$ cat config.mk
export PLATFORM = sky130hd
export DESIGN_NAME = seq_magnitude_comparator
export DESIGN_NICKNAME = d
export VERILOG_FILES = /design/src/rtl/seq_magnitude_comparator_pkg.sv /design/src/rtl/seq_magnitude_comparator_chunk_compare.sv /design/src/rtl/seq_magnitude_comparator.sv
export SDC_FILE = /design/constraint.sdc
export NUM_CORES = 1
export LEC_CHECK = 0
export CAP_MARGIN = 10
export CORE_AREA = 2 2 70 72
export CTS_CLUSTER_DIAMETER = 40
export DETAILED_ROUTE_END_ITERATION = 7
export DIE_AREA = 0 0 72 74
export DONT_BUFFER_PORTS = 1
export PLACE_DENSITY = 0.63
export SYNTH_ARGS = -nofsm -noshare
export SYNTH_HDL_FRONTEND = slang
export SYNTH_SLANG_ARGS = --single-unit
$ cat constraint.sdc
create_clock -name clk -period 2.1 [get_ports clk]
set_input_delay 0.42 -clock clk [delete_from_list [all_inputs] [get_ports clk]]
set_output_delay 0.42 -clock clk [all_outputs]
set_load 0.01 [all_outputs]
$ cat src/rtl/seq_magnitude_comparator_pkg.sv
// Shared types and constants for the multi-cycle magnitude comparator.
// Result vectors are packed as {lt, eq, gt}.
package cmp_pkg;

  typedef enum logic [0:0] {
    StIdle,
    StCmp
  } cmp_state_e;

  localparam logic [2:0] ResNone = 3'b000;
  localparam logic [2:0] ResLt   = 3'b100;
  localparam logic [2:0] ResEq   = 3'b010;
  localparam logic [2:0] ResGt   = 3'b001;

  function automatic int nchunk(input int width, input int chunk);
    return width / chunk;
  endfunction

endpackage

$ cat src/rtl/seq_magnitude_comparator_chunk_compare.sv
// Combinational unsigned comparator for one CHUNK-bit slice.
module chunk_compare #(
  parameter int CHUNK = 4
) (
  input  logic [CHUNK-1:0] x,
  input  logic [CHUNK-1:0] y,
  output logic             lt,
  output logic             eq,
  output logic             gt
);

  assign lt = (x < y);
  assign eq = (x == y);
  assign gt = (x > y);

endmodule

$ cat src/rtl/seq_magnitude_comparator.sv
// Multi-cycle magnitude comparator: walks operands MS chunk first, one chunk per clock,
// stopping at the first differing chunk. Signed mode uses offset-binary so the walk is unsigned.
module seq_magnitude_comparator
  import cmp_pkg::*;
#(
  parameter int WIDTH = 16,
  parameter int CHUNK = 4,
  localparam int NCHUNK = nchunk(WIDTH, CHUNK),
  localparam int CW = $clog2(NCHUNK + 1)
) (
  input  logic             clk,
  input  logic             rst,
  input  logic             start,
  input  logic             signed_mode,
  input  logic [WIDTH-1:0] a,
  input  logic [WIDTH-1:0] b,
  output logic             busy,
  output logic             done,
  output logic             lt,
  output logic             eq,
  output logic             gt,
  output logic [CW-1:0]    cycles
);

  localparam int IW = (NCHUNK > 1) ? $clog2(NCHUNK) : 1;

  if ((WIDTH < CHUNK) || (WIDTH % CHUNK != 0)) begin : g_bad_params
    $error("WIDTH must be a non-zero multiple of CHUNK");
  end

  cmp_state_e       r_state, w_state_d;
  logic [WIDTH-1:0] r_a, w_a_d;
  logic [WIDTH-1:0] r_b, w_b_d;
  logic [IW-1:0]    r_idx, w_idx_d;
  logic [2:0]       r_res, w_res_d;
  logic [CW-1:0]    r_cycles, w_cycles_d;
  logic             r_busy, w_busy_d;
  logic             r_done, w_done_d;

  logic [CHUNK-1:0] w_a_chunk, w_b_chunk;
  logic             w_lt, w_eq, w_gt;

  assign w_a_chunk = r_a[int'(r_idx)*CHUNK +: CHUNK];
  assign w_b_chunk = r_b[int'(r_idx)*CHUNK +: CHUNK];

  chunk_compare #(
    .CHUNK(CHUNK)
  ) u_chunk_compare (
    .x (w_a_chunk),
    .y (w_b_chunk),
    .lt(w_lt),
    .eq(w_eq),
    .gt(w_gt)
  );

  always_comb begin
    w_state_d  = r_state;
    w_a_d      = r_a;
    w_b_d      = r_b;
    w_idx_d    = r_idx;
    w_res_d    = r_res;
    w_cycles_d = r_cycles;
    w_busy_d   = r_busy;
    w_done_d   = 1'b0;
    unique case (r_state)
      StIdle: begin
        if (start) begin
          // Flipping the sign bit maps two's-complement order onto unsigned order.
          w_a_d               = a;
          w_b_d               = b;
          w_a_d[WIDTH-1]      = a[WIDTH-1] ^ signed_mode;
          w_b_d[WIDTH-1]      = b[WIDTH-1] ^ signed_mode;
          w_idx_d             = IW'(NCHUNK - 1);
          w_res_d             = ResNone;
          w_cycles_d          = '0;
          w_busy_d            = 1'b1;
          w_state_d           = StCmp;
        end
      end
      StCmp: begin
        w_cycles_d = r_cycles + CW'(1);
        if (!w_eq) begin
          w_res_d   = w_lt ? ResLt : ResGt;
          w_done_d  = 1'b1;
          w_busy_d  = 1'b0;
          w_state_d = StIdle;
        end else if (r_idx == '0) begin
          w_res_d   = ResEq;
          w_done_d  = 1'b1;
          w_busy_d  = 1'b0;
          w_state_d = StIdle;
        end else begin
          w_idx_d = r_idx - IW'(1);
        end
      end
      default: begin
        w_state_d = StIdle;
        w_busy_d  = 1'b0;
      end
    endcase
  end

  always_ff @(posedge clk or posedge rst) begin
    if (rst) begin
      r_state  <= StIdle;
      r_a      <= '0;
      r_b      <= '0;
      r_idx    <= '0;
      r_res    <= ResNone;
      r_cycles <= '0;
      r_busy   <= 1'b0;
      r_done   <= 1'b0;
    end else begin
      r_state  <= w_state_d;
      r_a      <= w_a_d;
      r_b      <= w_b_d;
      r_idx    <= w_idx_d;
      r_res    <= w_res_d;
      r_cycles <= w_cycles_d;
      r_busy   <= w_busy_d;
      r_done   <= w_done_d;
    end
  end

  assign busy   = r_busy;
  assign done   = r_done;
  assign lt     = r_res[2];
  assign eq     = r_res[1];
  assign gt     = r_res[0];
  assign cycles = r_cycles;

  // Unused by design: gt from the chunk comparator is implied by !lt && !eq.
  logic w_unused;
  assign w_unused = w_gt;

endmodule

# [Yosys cells after proc, flatten, opt, wreduce, memory -nomap -nowiden]
# Cells that the tools add are included.
# Widths: inputs -> output; s select.
[totals] ff_bits=43 in_bits=36 output_inout_bits=8 elab_cells=46
[classes] addsub=2 order_cmp=1 eq_ne=5 n_shift=2 muxes=21 n_bitwise=3 reduce_logical=4
[ops] op="$shiftx 16x5->4" count=2
[ops] op="$mux 3" count=4
[ops] op="$pmux 3 s2" count=2
[ops] op="$mux 1" count=9
[ops] op="$mux 2" count=3
[ops] op="$eq 4x4->1" count=1
[ops] op="$lt 4x4->1" count=1
[ops] op="$ne 2x2->1 const B" count=2
[ops] op="$pmux 1 s2" count=2
[ops] op="$pmux 2 s2" count=1
[ops] op="$reduce_and 2->1" count=2
[ops] op="$add 3x1->3 const B" count=1
[ops] op="$ne 3x2->1 const B" count=1
[ops] op="$reduce_and 3->1" count=1
[ops] op="$logic_not 2->1" count=1
[ops] op="$ne 2x1->1 const B" count=1
[ops] op="$sub 2x1->2 const B" count=1
[ops] op="$xor 1x1->1" count=2
[ops] op="$not 1->1" count=1

# [Longest topological paths before layout]
[depth] word_depth=5 ltp_mapped=8 mapped_depth_nobuf=7

# [Cells and area by module]
# Synthesis repeated with hierarchy kept, for this count alone.
[unflattened] hier_cells=142 area_unflattened_um2=2129.5
[by_module_without_submodules] module="seq_magnitude_comparator" instances=1 cells_per_inst=126 area_per_inst_um2=2000.7
[by_module_without_submodules] module="chunk_compare" instances=1 cells_per_inst=16 area_per_inst_um2=128.9

# [Least setup slack after synthesis]
# OpenSTA, ideal clock, no wires.
[synth_path] path_type="reg-to-reg" start="reg r_idx[1]" end="reg r_idx[0]" arrival_ns=2.002 t_required_ns=1.981 path_slack_ns=-0.021 path_stages_with_launch=8 n_path_buf=1 synth_period_minus_slack_ns=2.121 path_cell_list="dfrtp_1 -> buf_2 -> mux4_2 -> ha_1 -> and4_1 -> nand2_1 -> or3_1 -> o21a_1"
[synth_via] elab_chain_cells=4 word_cells_on_any_way=7 classes_between="eq/ne (3); shift (2); reduce/logical (2)"
[synth_lines] item="from (decl)" line="seq_magnitude_comparator.sv:34" source="logic [IW-1:0] r_idx, w_idx_d;"
[synth_lines] item="from (signal assigned)" line="seq_magnitude_comparator.sv:117" source="r_idx <= w_idx_d;"
[synth_lines] item="$shiftx 16x5->4 (on tied branches)" line="seq_magnitude_comparator.sv:43, seq_magnitude_comparator.sv:44"
[synth_lines] item="$eq 4x4->1" line="seq_magnitude_comparator_chunk_compare.sv:13" source="assign eq = (x == y);"
[synth_lines] item="$ne 2x1->1 (no source line)"
[synth_lines] item="$reduce_and 3->1 (no source line) (*)"
# Mark *: on every way between the ends. The rest lies on a longest branch, timed or not.
# A chain may end at the register's enable or synchronous reset.

# [Final worst setup path]
[layout_path] start="reg r_idx[0]" end="reg r_idx[0]"
[layout_via] elab_chain_cells=4 word_cells_on_any_way=11 classes_between="add/sub (1); eq/ne (3); shift (2); mux (3); reduce/logical (2)"
[layout_lines] item="$shiftx 16x5->4, or another cell as far along" line="seq_magnitude_comparator.sv:43" source="assign w_a_chunk = r_a[int'(r_idx)*CHUNK +: CHUNK];"
[layout_lines] item="$eq 4x4->1 / $mux 2 (equally long branches)" line="seq_magnitude_comparator_chunk_compare.sv:13, seq_magnitude_comparator.sv:87"
[layout_lines] item="$ne 2x1->1 (no source line) / $mux 2 (equally long branches)"
[layout_lines] item="$reduce_and 3->1 (no source line) / $pmux 2 s2 (equally long branches)"
# Parallel ways exist; a longest one is shown, timed or not. The select of a mux whose other input is x is not followed.

==> flow_metrics.tcl <==
set metrics [dict create \
    status "finished, violations left" \
    violations "negative setup slack" \
    drive_gt1_share_pct 46.7 \
    drtAntennaViolNets 0 \
    routed_wirelength_mm 3.73 \
    slowest_delay_ns 0.53 \
    p_leak_uw 0.00109 \
    wire_per_inst_um 18.3 \
    placed_cell_area_mm2 0.00218 \
    min_period_ns 2.22 \
    fill_cells 370 \
    worst_ep_required_time_ns 2.29 \
    die_area_mm2 0.00533 \
    yosysTopAreaCell "dfrtp_1" \
    synth_top_area_share_pct 51.3 \
    area_growth_pct 13.9 \
    clk_pin_slew_ns 0.08 \
    synth_fa_ha_area_share_pct 3.58 \
    max_freq_ghz 0.449 \
    slew_viol_final 0 \
    num-nets-final 191 \
    slew_headroom_pct 67.7 \
    cts-hold-fix-buffers 0 \
    netlist_top_cells_area "dfrtp_1 (51%), mux2_4 (18%), mux4_2 (8.6%)" \
    cts_num_sinks 43 \
    cts-root-buf "clkbuf_8" \
    dr.pass1.iters 4 \
    pwr_density_cell_mw_per_mm2 1660 \
    avgViaCountPerCell 5.47 \
    synth_nets 180 \
    synth_area_mm2 0.00210 \
    grt_pass1_wl_mm 6.13 \
    clock_skew_ns 0.00762 \
    io_buffers 0 \
    synthSimpleGateAreaFrac_pct 4.17 \
    synth-xor-area-share_pct 0.835 \
    timing.hold.ws_ns 0.0337 \
    rows 25 \
    dp_hpwl_mm 2.67 \
    final_common_cell "dfrtp_1" \
    cts_buffers 5 \
    synthMuxAreaShare_pct 29.6 \
    diodes 0 \
    grt_overflow 0 \
    synth_edf_count 0 \
    setup_viol 5 \
    vias 1115 \
    max-cap-violations 0 \
    synth_warnings 0 \
    crit_path_start_kind "register" \
    core_mm2 0.00460 \
    die_h_um 74 \
    cp_max_fo 8 \
    synth_compound_area_share_pct 5.61 \
    synth_ff_type "dfrtp_1" \
    htree_levels 2 \
    syn_avg_cell_area_um2 15.2 \
    regToRegSetupSlack_ns -0.12 \
    synth-seq-area-share_pct 51.3 \
    fin_ws_ns -0.125 \
    mostFrequentLayoutCells "dfrtp_1 (43), mux2_4 (25), mux4_2 (8), clkbuf_8 (7), buf_4 (7)" \
    ys_seq_elements 43 \
    crit_chain "buf_12, mux4_2, ha_4, and4_4, nand2_4, or3_1, o21a_1" \
    cts_max_path_buffers 2 \
    dp_slack_ns -0.170 \
    cpMaxStageDelayCell "mux4_2" \
    drc_errors 0 \
    antenna_found_initial 0 \
    initial_core_util_pct 45.6 \
    track_usage_pct 15.6 \
    clk-insertion-delay-late_ns 0.29 \
    synthCells 138 \
    cts_tree "yes" \
    grt_max_degree 44 \
    finalHoldViolations 0 \
    die_w_um 72 \
    synth_cell_type_count 29 \
    end_kind "register" \
    hp-class "in2async" \
    peakVddDrop_mv 0.618 \
    tns_ns -0.259 \
    finalInstanceArea_mm2 0.00239 \
    synth_top_family_by_area "multiplexers" \
    grt_pass1_vias 1161 \
    worstSetupPathType "reg2reg" \
    drt_iter0_markers 63 \
    cp.arrival_ns 2.41 \
    place_congestion 0.805 \
    io_pins 44 \
    period_share_pct 106 \
    max_slew.worst_pin.slew_ns 0.485 \
    synthArstFlopShare_pct 100 \
    rsz0062_at_grt "true" \
]
[critical path: cells and delay by family (launching register included)]
kind,cells,cell delay [ns]
and+or+nand+nor,3,0.64
adders and majority gates,1,0.29
buffers and inverters,1,0.15
AOI/OAI and AO/OA,1,0.12
DFF,1,0.39
muxes,1,0.53
[logic make-up (layout without fill, tap and decap cells)]
family                     after synthesis  in the layout
DFF                                     43             43
muxes                                   39             39
AOI/OAI and AO/OA                       16             16
and+or+nand+nor                         16             16
buffers and inverters                   16             28
adders and majority gates                6              6
xor gates and xnor gates                 2              2
[synth_stat cells (2+ instances only)]
library cell  number
o21ai_0            4
nand2_1            4
ha_1               6
dfrtp_1           43
inv_1              9
mux2_4            25
xnor2_1            2
mux4_2             8
a21oi_1            4
buf_6              5
nor2_1             5
a32o_1             2
mux2_2             5
[flip-flops by register name, indices dropped and copies added, names as in the netlist]
register,cells
cycles,3
r_idx,2
r_res,3
done,1
r_state,1
r_b,16
busy,1
r_a,16
[area by class of cell]
type / instances / area, µm² / share of cell area (%)
repair buffers: 11 / 124 / 5.18
multi-input cells: 79 / 988 / 41.4
flip-flops and latches: 43 / 1080 / 45.0
inverters: 9 / 33.8 / 1.41
clock buffers: 8 / 100 / 4.19
well taps: 54 / 67.6 / 2.83
[what timing repair did]
action / in CTS / in global routing
pin swaps: 6 / 2
endpoints found under the setup margin: 6 / 6
setup buffers: 3 / 1
gates resized for setup: 12 / 3
[metal layers]
metal	vias up	track usage (%)	share of wire, %	wire [µm]
li1	511	-	-	-
met1	563	22.2	44	1640
met2	32	22.4	48	1800
met3	9	5.01	5.6	209
met5	-	0	0	0
met4	0	6.29	2.0	76
[path summary, 6_finish.rpt]
check,from,to,cells after the start
worst min register to register,r_a[4],r_a[4],1
max in group asynchronous,rst,r_a[10],2
worst max register to register,r_idx[0],r_idx[0],7
worst max-delay path,r_idx[0],r_idx[0],7
worst min-delay path,rst,r_res[2],2
min in group clk,b[0],r_b[0],1
[through the flow]
stage / cells / utilization (%) / power (µW)
detailed placement: 192 / 47.4 / 3080
CTS: 203 / 51.6 / 3960
finish: 204 / 52.0 / 3970
global placement: 192 / 47.4 / 3020
global route: 204 / 52.0 / 4240
floorplan: 138 / - / 2770
[power by group]
group	total (µW)	switching [µW]	internal (µW)
clock network	573	273	300
registers	1550	318	1230
logic	1850	686	1170
No activity file was read; power rests on OpenSTA's default activity.
==> variant 1: new RTL, same flow settings <==
Add an input register stage for `b`, without a reset; this delays it by one clock. The other inputs are not delayed to match.
--- a/src/rtl/seq_magnitude_comparator.sv
+++ b/src/rtl/seq_magnitude_comparator.sv
@@ -25,2 +25,8 @@
   localparam int IW = (NCHUNK > 1) ? $clog2(NCHUNK) : 1;
+
+  logic [WIDTH-1:0] b_q;
+
+  always_ff @(posedge clk) begin
+    b_q <= b;
+  end
 
@@ -69,5 +75,5 @@
           w_a_d               = a;
-          w_b_d               = b;
+          w_b_d               = b_q;
           w_a_d[WIDTH-1]      = a[WIDTH-1] ^ signed_mode;
-          w_b_d[WIDTH-1]      = b[WIDTH-1] ^ signed_mode;
+          w_b_d[WIDTH-1]      = b_q[WIDTH-1] ^ signed_mode;
           w_idx_d             = IW'(NCHUNK - 1);
Formal check against the unedited RTL: not equivalent (Yosys sat finds a counterexample within 4 cycles, from zero or initial values and one cycle with rst high).
==> variant 1 against the unedited design <==
- clock power rose by 120%
- the run still ends with setup timing left
- setup slack improved by 110 ps
- sequential cell count rose by 16
- area after synthesis rose by 11%
- utilization rose by 7.3 points
- power rose by 25%
- routed wire length rose by 15%
- non-clock buffer count fell by 1
- design area rose by 14%
- highest routed layer unchanged
==> variant 1: results (changes against the unedited design) <==
| Metric | Value |
|---|---|
| Synth area leaders | dfrtp_1 (46%), nand2_1 (15%), dfxtp_1 (14%) (was dfrtp_1 (51%), mux2_4 (18%), mux4_2 (8.6%)) |
| Met2 usage | 30.3% (was 22.4%) |
| Post-DP HPWL | 2900 µm (was 2670 µm) |
| All-layer global routing usage | 19.2% (was 15.6%) |
| Post-synthesis sequential area ratio | 59.9% (was 51.3%) |
| CP top delay family | multiplexers (was simple AND/OR/NAND/NOR gates) |
| Compound-gate portion of the synthesized area | 4.29% (was 5.61%) |
| Final wirelength | 4270 µm (was 3730 µm) |
| Post-layout worst setup margin | -15.3 ps (was -125 ps) |
| Area share of fa/ha/maj cells after synthesis | 3.22% (was 3.58%) |
| Post-cts hold buffer count | 1 (was 0) |
| Ys async rst share | 72.9% (was 100%) |
| Crit-path max FO | 4 (was 8) |
| # setup viols final | 1 (was 5) |
| # resized after CTS | 8 (was 12) |
| Failing checks | setup timing (unchanged) |
| Worst Path Arrival | 2380 ps (was 2410 ps) |
| Metal-1 WL | 1840 µm (was 1640 µm) |
| Met3 WL | 241 µm (was 209 µm) |
| DP Worst Slack | -63.0 ps (was -170 ps) |
| Status | complete, but fails checks (unchanged) |
| Leakage power figure | 0.00133 µW (was 0.00109 µW) |
| Synth top cells by count | nand2_1 (94), dfrtp_1 (43), dfxtp_1 (16) (was dfrtp_1 (43), mux2_4 (25), inv_1 (9)) |
| Peak supply drop | 0.000831 V (was 0.000618 V) |
| H-tree Lvls | 3 (was 2) |
| First-pass GRT wire length | 7360 µm (was 6130 µm) |
| Top flop regs | b_q x16, r_a x16, r_b x16 (was r_a x16, r_b x16) |
| Placer Congestion | 0.841 (was 0.805) |
| Number of CTS-inserted buffers | 9 (was 5) |
| Layout Skew | 5.85 ps (was 7.62 ps) |
| Post-Synthesis Cells | 216 (was 138) |
| Vias in the first global route | 1565 (was 1161) |
| Vias per cell | 5.02 (was 5.47) |
| Nets | 268 (was 191) |
variant 1: where the power goes:
| group | switching (µW) | total, µW | internal [µW] |
|---|---|---|---|
| logic | 908 | 1840 | 935 |
| clock network | 422 | 1240 | 817 |
| registers | 342 | 1900 | 1560 |
variant 1: path summary, 6_finish.rpt:
kind | endpoint | slack [ps] | cells after the start
worst min register to register | r_b[1] | 410 | 2
min in group asynchronous | r_b[7] | 450 | 2
worst min-delay path | b_q[15] | 110 | 0
max in group asynchronous | r_a[4] | 1130 | 3
worst max register to register | r_idx[1] | -20 | 8
worst max-delay path | r_idx[1] | -20 | 8
variant 1: layout make-up:
type	count	area, µm²
inverters	9	33.8
clock inverters	5	100
well taps	54	67.6
clock buffers	11	141
fillers	390	1870
flip-flops and latches	59	1400
repair buffers	10	85.1
multi-input cells	137	902
==> variant 2: new RTL, same flow settings <==
Without the edit above. `CHUNK` is set to 4 in 2 places; all go to 2.
--- a/src/rtl/seq_magnitude_comparator_chunk_compare.sv
+++ b/src/rtl/seq_magnitude_comparator_chunk_compare.sv
@@ -2,3 +2,3 @@
 module chunk_compare #(
-  parameter int CHUNK = 4
+  parameter int CHUNK = 2
 ) (
--- a/src/rtl/seq_magnitude_comparator.sv
+++ b/src/rtl/seq_magnitude_comparator.sv
@@ -6,3 +6,3 @@
   parameter int WIDTH = 16,
-  parameter int CHUNK = 4,
+  parameter int CHUNK = 2,
   localparam int NCHUNK = nchunk(WIDTH, CHUNK),
Interface: changed (resized cycles); port bits go from 44 to 45. No check against the original RTL was run, so the function may have changed too.
==> variant 2 against the unedited design <==
- the run still ends with setup timing left
- sequential cell count is 2 higher
- global-route usage is 0.092 points higher
- hold slack lost 1.1 ps
- power is 4.5% lower
- die area stayed put
- setup slack got worse by 69 ps
- design area grew 0.21%
- routed wire length grew 0.56%
- area after synthesis up 0.89%
- critical endpoint is now r_res[2]
- largest cell class unchanged
- largest power group unchanged
- highest routed layer unchanged
==> variant 2: results (changes against the unedited design) <==
| Metric | Value |
|---|---|
| Critical-path top delay cell | mux4_2 (unchanged) |
| Flop pwr share | 41.5% (was 38.9%) |
| CP peak stage delay | 490 ps (was 530 ps) |
| FF+latch area | 0.00113 mm² (was 0.00108 mm²) |
| Post-route setup TNS | -1000 ps (was -259 ps) |
| Post-DP HPWL | 2850 µm (was 2670 µm) |
| Switching Power | 1230 µW (was 1280 µW) |
| Logic power comb | 1670 µW (was 1850 µW) |
| Fill cells | 416 (was 370) |
| Number of CTS-inserted buffers | 5 (unchanged) |
| 1st-iter DRT viols | 44 (was 63) |
| Ant. Diodes | 0 (unchanged) |
| Max clock buf depth | 2 (unchanged) |
| CP top delay family | multiplexers (was simple AND/OR/NAND/NOR gates) |
| Layout Skew | 10.2 ps (was 7.62 ps) |
| Post-synthesis sequential area ratio | 53.2% (was 51.3%) |
| Failing checks | setup timing (unchanged) |
| # resized after CTS | 3 (was 12) |
| Hold WS | 32.6 ps (was 33.7 ps) |
| # setup viols final | 9 (was 5) |
| Cell Count Post-Placement | 203 (was 192) |
| Synth cell types | 30 (was 29) |
| Max_slew headroom | 66.6% (was 67.7%) |
| Initial antenna violation count | 0 (unchanged) |
| Syn Area/Cell | 14.2 µm² (was 15.2 µm²) |
| Post-CTS setup buffers | 0 (was 3) |
| R2r endpoint | r_res[2] (was r_idx[0]) |
| Placer Congestion | 0.713 (was 0.805) |
| Vias in the first global route | 1313 (was 1161) |
| Status | complete, but fails checks (unchanged) |
| Final wirelength | 3750 µm (was 3730 µm) |
| Leakage power figure | 0.00102 µW (was 0.00109 µW) |
| Peak supply drop | 0.000691 V (was 0.000618 V) |
| Routed len/inst | 17.7 µm (was 18.3 µm) |
| Post-layout worst setup margin | -194 ps (was -125 ps) |
| Synth top cells by count | dfrtp_1 (45), mux2_2 (32), mux4_1 (8) (was dfrtp_1 (43), mux2_4 (25), inv_1 (9)) |
| All-layer global routing usage | 15.7% (was 15.6%) |
| Crit-path max FO | 4 (was 8) |
| Clk Latency, worst-skew pair | around 300 ps |
| Syn Nets | 190 (was 180) |
| DP Worst Slack | -199 ps (was -170 ps) |
| Worst Path Arrival | 2510 ps (was 2410 ps) |
| Vias per cell | 5.60 (was 5.47) |
| First-pass GRT wire length | 6220 µm (was 6130 µm) |
| Layout cells sized above 1 | 41.1% (was 46.7%) |
| Sw Ratio | 32.4% (was 32.1%) |
| Synth area leaders | dfrtp_1 (53%), mux2_2 (17%), mux4_1 (9.9%) (was dfrtp_1 (51%), mux2_4 (18%), mux4_2 (8.6%)) |
| Largest net degree at the start of global routing | 40 (was 44) |
| Placed cell area | 0.00226 mm² (was 0.00218 mm²) |
==> variant 2: cell count changes after synthesis, moves of 3 or more <==
cell	change
mux2_2	+27
mux2_4	-25
mux4_1	+8
mux4_2	-8
buf_6	-4
buf_2	+3
inv_1	-3
mux2i_1	+3
==> variant 2: logic make-up after synthesis <==
group           count (synthesis)  share of synthesized area [%]
xor+xnor                        3                           1.24
fa+ha+maj                       5                           2.96
mux                            44                           28.8
compound gates                 18                           5.20
flops                          45                           53.2
simple gates                   20                           5.32
buf+inv                        14                           3.25
==> variant 2: cell type report <==
class,instances,share of cell area (%)
clock buffer,6,3.45
clock inverter,2,0.575
inverter,6,0.940
multi-input combinational,90,41.0
sequential,45,47.0
tap,54,2.82
timing repair buffer,9,4.18
==> variant 2: layer usage <==
layer  track usage (%)  wire, µm
met1              17.6      1500
met2              28.3      1990
met3              4.74       194
met4              6.29        61
met5                 0         0
